**src/rtl/mpe_gene_aligner.sv**
```systemverilog
// NEAT gene aligner feeding the mpe PE: setup beat, aligned gene pairs, LFSR pack, child strobe.
// Define MPE_ALIGN_KEYCHK_EN to add per-stream key-order checking and the key_err output.
module mpe_gene_aligner #(
   parameter int unsigned WORD_SZ    = 64,
   parameter int unsigned GENE_SZ    = 64,
   parameter int unsigned ATTR_SZ    = 8,
   parameter int unsigned PE_LATENCY = 3,
   parameter logic [31:0] LFSR_SEED  = 32'h1
) (
   input  logic               clk,
   input  logic               rst,
   input  logic               start,
   input  logic [WORD_SZ-1:0] cfg_word,
   input  logic [ATTR_SZ-1:0] child_id,
   input  logic [GENE_SZ-1:0] p1_gene,
   input  logic               p1_valid,
   input  logic               p1_last,
   output logic               p1_ready,
   input  logic [GENE_SZ-1:0] p2_gene,
   input  logic               p2_valid,
   input  logic               p2_last,
   output logic               p2_ready,
   output logic               pe_setup,
   output logic [WORD_SZ-1:0] pe_data_in1,
   output logic [WORD_SZ-1:0] pe_data_in2,
   output logic [WORD_SZ-1:0] pe_random_num_pack,
   output logic               pe_gene_valid,
   output logic               child_valid,
   output logic               busy,
   output logic               done
`ifdef MPE_ALIGN_KEYCHK_EN
   ,
   output logic               key_err
`endif
);

   localparam logic [31:0] LfsrTaps = 32'h80200003;
   localparam logic [31:0] LfsrInit = (LFSR_SEED == 32'h0) ? 32'h1 : LFSR_SEED;
   localparam int unsigned CntW     = $clog2(PE_LATENCY + 1);

   typedef enum logic [2:0] {StIdle, StSetup, StMerge, StDrain, StDone} state_e;

   state_e              state_q, state_d;
   logic [WORD_SZ-1:0]  cfg_q;
   logic [ATTR_SZ-1:0]  id_q;
   logic                ex1_q, ex2_q, ex1_d, ex2_d;
   logic [31:0]         lfsr_q, lfsr_next;
   logic [CntW-1:0]     cnt_q;
   logic [PE_LATENCY-1:0] vsr_q, vsr_d;
   logic [15:0]         key1, key2;
   logic                h1, h2, pop1, pop2, issue, p2_fitter;
   logic [GENE_SZ-1:0]  pair_a, pair_b;

   assign key1      = p1_gene[55:40];
   assign key2      = p2_gene[55:40];
   assign h1        = p1_valid && !ex1_q;
   assign h2        = p2_valid && !ex2_q;
   // Tie goes to p1, matching the PE bias rule.
   assign p2_fitter = cfg_q[55:48] > cfg_q[63:56];
   assign ex1_d     = ex1_q | (pop1 & p1_last);
   assign ex2_d     = ex2_q | (pop2 & p2_last);
   assign lfsr_next = {1'b0, lfsr_q[31:1]} ^ (lfsr_q[0] ? LfsrTaps : 32'h0);
   assign vsr_d     = PE_LATENCY'({vsr_q, pe_gene_valid});
   assign child_valid = vsr_q[PE_LATENCY-1];
   assign p1_ready  = pop1;
   assign p2_ready  = pop2;

   // Merge decision: at most one action per cycle.
   always_comb begin
      pop1   = 1'b0;
      pop2   = 1'b0;
      issue  = 1'b0;
      pair_a = p1_gene;
      pair_b = p2_gene;
      if (state_q == StMerge) begin
         if (h1 && h2) begin
            if (key1 == key2) begin
               pop1  = 1'b1;
               pop2  = 1'b1;
               issue = 1'b1;
            end else if (key1 < key2) begin
               pop1   = 1'b1;
               issue  = !p2_fitter;
               pair_b = p1_gene;
            end else begin
               pop2   = 1'b1;
               issue  = p2_fitter;
               pair_a = p2_gene;
            end
         end else if (ex2_q && h1) begin
            pop1   = 1'b1;
            issue  = !p2_fitter;
            pair_b = p1_gene;
         end else if (ex1_q && h2) begin
            pop2   = 1'b1;
            issue  = p2_fitter;
            pair_a = p2_gene;
         end
      end
   end

   always_ff @(posedge clk or negedge rst) begin
      if (!rst) begin
         state_q <= StIdle;
      end else begin
         state_q <= state_d;
      end
   end

   always_comb begin
      state_d = state_q;
      unique case (state_q)
         StIdle:  if (start) state_d = StSetup;
         StSetup: state_d = StMerge;
         StMerge: if (ex1_d && ex2_d) state_d = StDrain;
         StDrain: if (cnt_q == CntW'(PE_LATENCY - 1)) state_d = StDone;
         StDone:  state_d = StIdle;
         default: state_d = StIdle;
      endcase
   end

   always_comb begin
      busy               = (state_q != StIdle);
      pe_setup           = 1'b0;
      pe_gene_valid      = 1'b0;
      pe_data_in1        = '0;
      pe_data_in2        = '0;
      pe_random_num_pack = '0;
      done               = 1'b0;
      unique case (state_q)
         StSetup: begin
            pe_setup    = 1'b1;
            pe_data_in1 = cfg_q;
            pe_data_in2 = WORD_SZ'(id_q);
         end
         StMerge: begin
            if (issue) begin
               pe_gene_valid = 1'b1;
               pe_data_in1   = WORD_SZ'(pair_a);
               pe_data_in2   = WORD_SZ'(pair_b);
            end
         end
         StDone:  done = 1'b1;
         default: ;
      endcase
      if (state_q != StIdle) pe_random_num_pack = WORD_SZ'(lfsr_q);
   end

   always_ff @(posedge clk or negedge rst) begin
      if (!rst) begin
         cfg_q  <= '0;
         id_q   <= '0;
         ex1_q  <= 1'b0;
         ex2_q  <= 1'b0;
         lfsr_q <= LfsrInit;
         cnt_q  <= '0;
         vsr_q  <= '0;
      end else begin
         if (state_q == StIdle && start) begin
            cfg_q <= cfg_word;
            id_q  <= child_id;
            ex1_q <= 1'b0;
            ex2_q <= 1'b0;
         end else begin
            ex1_q <= ex1_d;
            ex2_q <= ex2_d;
         end
         if (issue) lfsr_q <= lfsr_next;
         cnt_q <= (state_q == StDrain) ? cnt_q + 1'b1 : '0;
         vsr_q <= vsr_d;
      end
   end

`ifdef MPE_ALIGN_KEYCHK_EN
   logic [15:0] last1_q, last2_q;
   logic        seen1_q, seen2_q, key_err_q;

   // First key of each stream within a genome has nothing to compare against.
   always_ff @(posedge clk or negedge rst) begin
      if (!rst) begin
         last1_q   <= '0;
         last2_q   <= '0;
         seen1_q   <= 1'b0;
         seen2_q   <= 1'b0;
         key_err_q <= 1'b0;
      end else if (state_q == StIdle && start) begin
         seen1_q   <= 1'b0;
         seen2_q   <= 1'b0;
         key_err_q <= 1'b0;
      end else begin
         if (pop1) begin
            if (seen1_q && key1 <= last1_q) key_err_q <= 1'b1;
            last1_q <= key1;
            seen1_q <= 1'b1;
         end
         if (pop2) begin
            if (seen2_q && key2 <= last2_q) key_err_q <= 1'b1;
            last2_q <= key2;
            seen2_q <= 1'b1;
         end
      end
   end

   assign key_err = key_err_q;
`endif

endmodule

```
**config.mk**
```make
export PLATFORM = sky130hd
export DESIGN_NAME = mpe_gene_aligner
export DESIGN_NICKNAME = d
export VERILOG_FILES = /design/src/rtl/mpe_gene_aligner.sv
export SDC_FILE = /design/constraint.sdc
export NUM_CORES = 1
export LEC_CHECK = 0
export CORE_AREA = 8 8 151 153
export CTS_BUF_LIST = sky130_fd_sc_hd__clkbuf_16
export DETAILED_ROUTE_END_ITERATION = 6
export DIE_AREA = 0 0 159 161
export GPL_TIMING_DRIVEN = 0
export PLACE_DENSITY = 0.78
export SLEW_MARGIN = 30
export SYNTH_ARGS = -nofsm -noshare
export SYNTH_HDL_FRONTEND = slang
export SYNTH_SLANG_ARGS = --single-unit
```
**constraint.sdc**
```tcl
create_clock -name clk -period 11.69 [get_ports clk]
set_input_delay 2.338 -clock clk [delete_from_list [all_inputs] [get_ports clk]]
set_output_delay 2.338 -clock clk [all_outputs]
set_load 0.02 [all_outputs]
```
==> metrics.md <==
| Metric | Value |
|---|---|
| Outcome | finished, final reports clean |
| Clk sinks | roughly 110 |
| Resize count post-CTS | 0 |
| Post-synth top area cell | dfrtp_1 |
| Die Y | approximately 160 µm |
| Max Cap Violations | 0 |
| Boundary pin count | 406 |
| Total Routing Usage GR | 25.0% |
| Largest net degree at the start of global routing | 59 |
| Placed Cells | 1482 |
| First-pass DRT Iterations | 4 |
| # port buffers | approximately 370 |
| Switching Power | slightly above 1 mW |
| Worst relative slew slack | between 40 and 50% |
| CP max stage delay | ~660 ps |
| Cts bufs inserted | 17 |
| Seq pwr share | between 20% and 30% |
| Setup crit end kind | output pin |
| Mapped Cells | 802 |
| Combinational Power Share | 53.7% |
| Clk_skew | ~8.4 ps |
| Std cell rows | 53 |
| Die area | 25600 µm² |
| Worst vdd ir | around 0.14 mV |
| Worst setup SP type | primary input |
| Final nets | 1458 |
| Pre-CTS WS | 2670 ps |
| Asr flop ratio synth | 100% |
| Initial drt markers | 391 |
| Worst-path clk slew | 60 ps |
| CP Class | in2out |
| Longest Clk Path Bufs | 2 |
| Synthesized area | just under 8000 µm² |
| Most frequent cell after synthesis | mux2i_1 |
| Delay-heaviest family, CP | buffers and inverters |
| Final WL | about 33 mm |
| Critical Path RT | 9350 ps |
| Fmax | 112 MHz |
| Total grt overflow | 0 |
| ANT nets after route | 0 |
| Hold-fix buffers at CTS | 0 |
| Area Overhead vs Synth | 61.7% |
| CP arrival | between 6000 and 7000 ps |
| Seq/Total Area, Yosys | 36.4% |
| Post-synthesis average cell area | a little under 10 µm² |
| Most used DFF post-synth | dfrtp_1 |
| Non-filler instance count after layout | roughly 1500 |
| Final-layout fill cell count | 1736 |
| Fin. max-slew vios | 0 |
| Post-synth top area share | a little over a third |
| Int Power | 1.57 mW |
| Power Dens Cells | 206 nW/µm² |
| Hold Vio Cnt, Final | 0 |
| EDFF count, synth | 0 |
| Buf/Inv on CP | 5 |
| Wirelength per Cell | 21.8 µm |
| Number of global-route vias before repair | 7854 |
| Fin Setup TNS | 0 ps |
| Worst slew pin tran | 770 ps |
| Sw Ratio | approximately 40% |
| Pleak | 6.06 nW |
| Crit path cell chain | clkdlybuf4s50_1 -> inv_1 -> ha_1 -> a21o_1 -> a21o_1 -> a2111oi_1 -> and3_1 -> a211oi_4 -> mux2i_2 -> buf_6 -> buf_2 -> o21ai_0 -> clkdlybuf4s50_1 |
| Clk root buf | clkbuf_16 |
| Synth warn | 0 |
| Clock power share | 20.6% |
| Antenna violations before repair | 6 |
| CP max stage cell | a2111oi_1 |
| Period minus WS final | 8930 ps |
| Share of cells above drive strength 1 | 15.4% |
| Synth Register Bits | 114 |
| DRC | 0 |
| Synth top area cells | dfrtp_1 (36%), mux2i_1 (16%), mux2_2 (9.9%) |
| Worst hold path type | reg2reg |
| Most frequent cells after synthesis | mux2i_1 (129), dfrtp_1 (113), nand2_1 (86), o21ai_0 (83), mux2_2 (69) |
| Setup bufs post-CTS | 0 |
| Die width | 159 µm |
| Core region area | 20600 µm² |
| Crit-path max FO | 10 |
| Vias | 7563 |
| Gpl congestion | between 0.8 and 0.9 |
| Clock Latency Late Sink | 410 ps |
| Detailed Place HPWL | about 26 mm |
| Period utilisation layout | 76.4% |
| CTS tree | yes |
| RSZ-0062 raised after global routing | no |
| Final Setup Violations | 0 |
| First-pass GRT wire length | slightly below 50 mm |
| Vias/cell | 4.99 |
| Setup ws final | about 2800 ps |
| Initial Util | 38.1% |
| H-tree levels | 4 |
| Unique cell type count in the Yosys netlist | 43 |
-- layout make-up --
class                      count  area, µm²  area share (%)
clock buffer                  17        425            3.36
multi-input combinational    606       4500            35.5
antenna                        2       5.00          0.0395
buffer                        84        495            3.91
sequential                   114       2850            22.5
inverter                      29        109           0.859
timing repair buffer         374       3770            29.7
clock inverter                15        181            1.43
tap                          275        344            2.71
-- path summary, 6_finish.rpt --
kind,start,end,slack [ps],depth (start not counted)
max reg2reg,state_q[2],cfg_q[43],8620,6
max,p2_gene[53],pe_data_in1[55],2760,13
min in group asynchronous,rst,id_q[6],1840,1
min,vsr_q[0],vsr_q[1],350,0
max in group asynchronous,rst,cfg_q[34],9180,2
min reg2reg,vsr_q[0],vsr_q[1],350,0
-- sequential cells by signal, indices dropped and copies added, names as in the netlist --
| name | flops |
|---|---|
| state_q | 3 |
| lfsr_q | 32 |
| vsr_q | 3 |
| cnt_q | 2 |
| ex2_q | 1 |
| id_q | 8 |
| ex1_q | 1 |
| cfg_q | 64 |
-- kinds of logic (layout without fill, tap and decap cells) --
family	count (synthesis)	in the layout	synth area share (%)
XOR/XNOR	3	3	0.335
AO/OA/AOI/OAI	113	113	8.19
adder cells (fa/ha/maj)	25	25	3.99
other	1	34	0.0478
multiplexers	224	224	31.3
AND/OR/NAND/NOR	209	209	12.0
flip-flops	114	114	36.4
buffers and inverters	113	519	7.71
-- metrics by stage --
step | util (%) | hold slack, ps | power (mW) | instance area, µm²
2_1_floorplan | - | 331 | 1.46 | 7960
3_3_place_gp | 58.5 | 335 | 2.05 | 12000
3_5_place_dp | 58.7 | 335 | 2.08 | 12100
4_1_cts | 61.6 | 348 | 2.63 | 12700
5_1_grt | 61.7 | 349 | 2.75 | 12700
6_report | 61.7 | 348 | 2.61 | 12700
-- placed cells by master, fill, tap and decap left out, types with 2 or more instances in the layout --
cell             count
or4_1                2
inv_1               29
clkinv_2             3
buf_4               33
a31oi_1              2
nand4_1              4
mux2_2              69
clkbuf_16           17
buf_2               21
clkinvlp_4           2
and2_1               2
diode_2              2
nor3b_1              3
buf_6                4
nand2_1             86
a21o_1               6
ha_1                25
clkdlybuf4s50_1    372
a21oi_1              9
nor2_1              64
clkbuf_1            26
clkinv_4             4
mux2i_1            129
mux2_4              25
o21ai_0             83
inv_6                3
xnor2_1              2
nor3_1               5
dfrtp_1            113
and3_1               5
nor2b_1             35
o211ai_1             2
bufinv_16            3
conb_1              32
-- routing by layer --
| layer | vias up | GRT usage [%] | share of wire, % |
|---|---|---|---|
| met2 | 283 | 42.0 | 49 |
| li1 | 3565 | - | - |
| met1 | 3652 | 29.4 | 41 |
| met4 | 8 | 8.88 | 2.8 |
| met3 | 55 | 8.42 | 7.9 |
| met5 | - | 0 | 0.17 |
-- power groups by stage --
| stage | clock network [mW] | logic [mW] | registers [mW] |
|---|---|---|---|
| 6_report | 0.538 | 1.40 | 0.668 |
| 5_1_grt | 0.567 | 1.50 | 0.691 |
| 4_1_cts | 0.551 | 1.41 | 0.670 |
| 3_5_place_dp | 0 | 1.40 | 0.674 |
| 3_3_place_gp | 0 | 1.38 | 0.669 |
| 2_1_floorplan | 0 | 0.827 | 0.637 |
(Power assumes the default switching activity.)
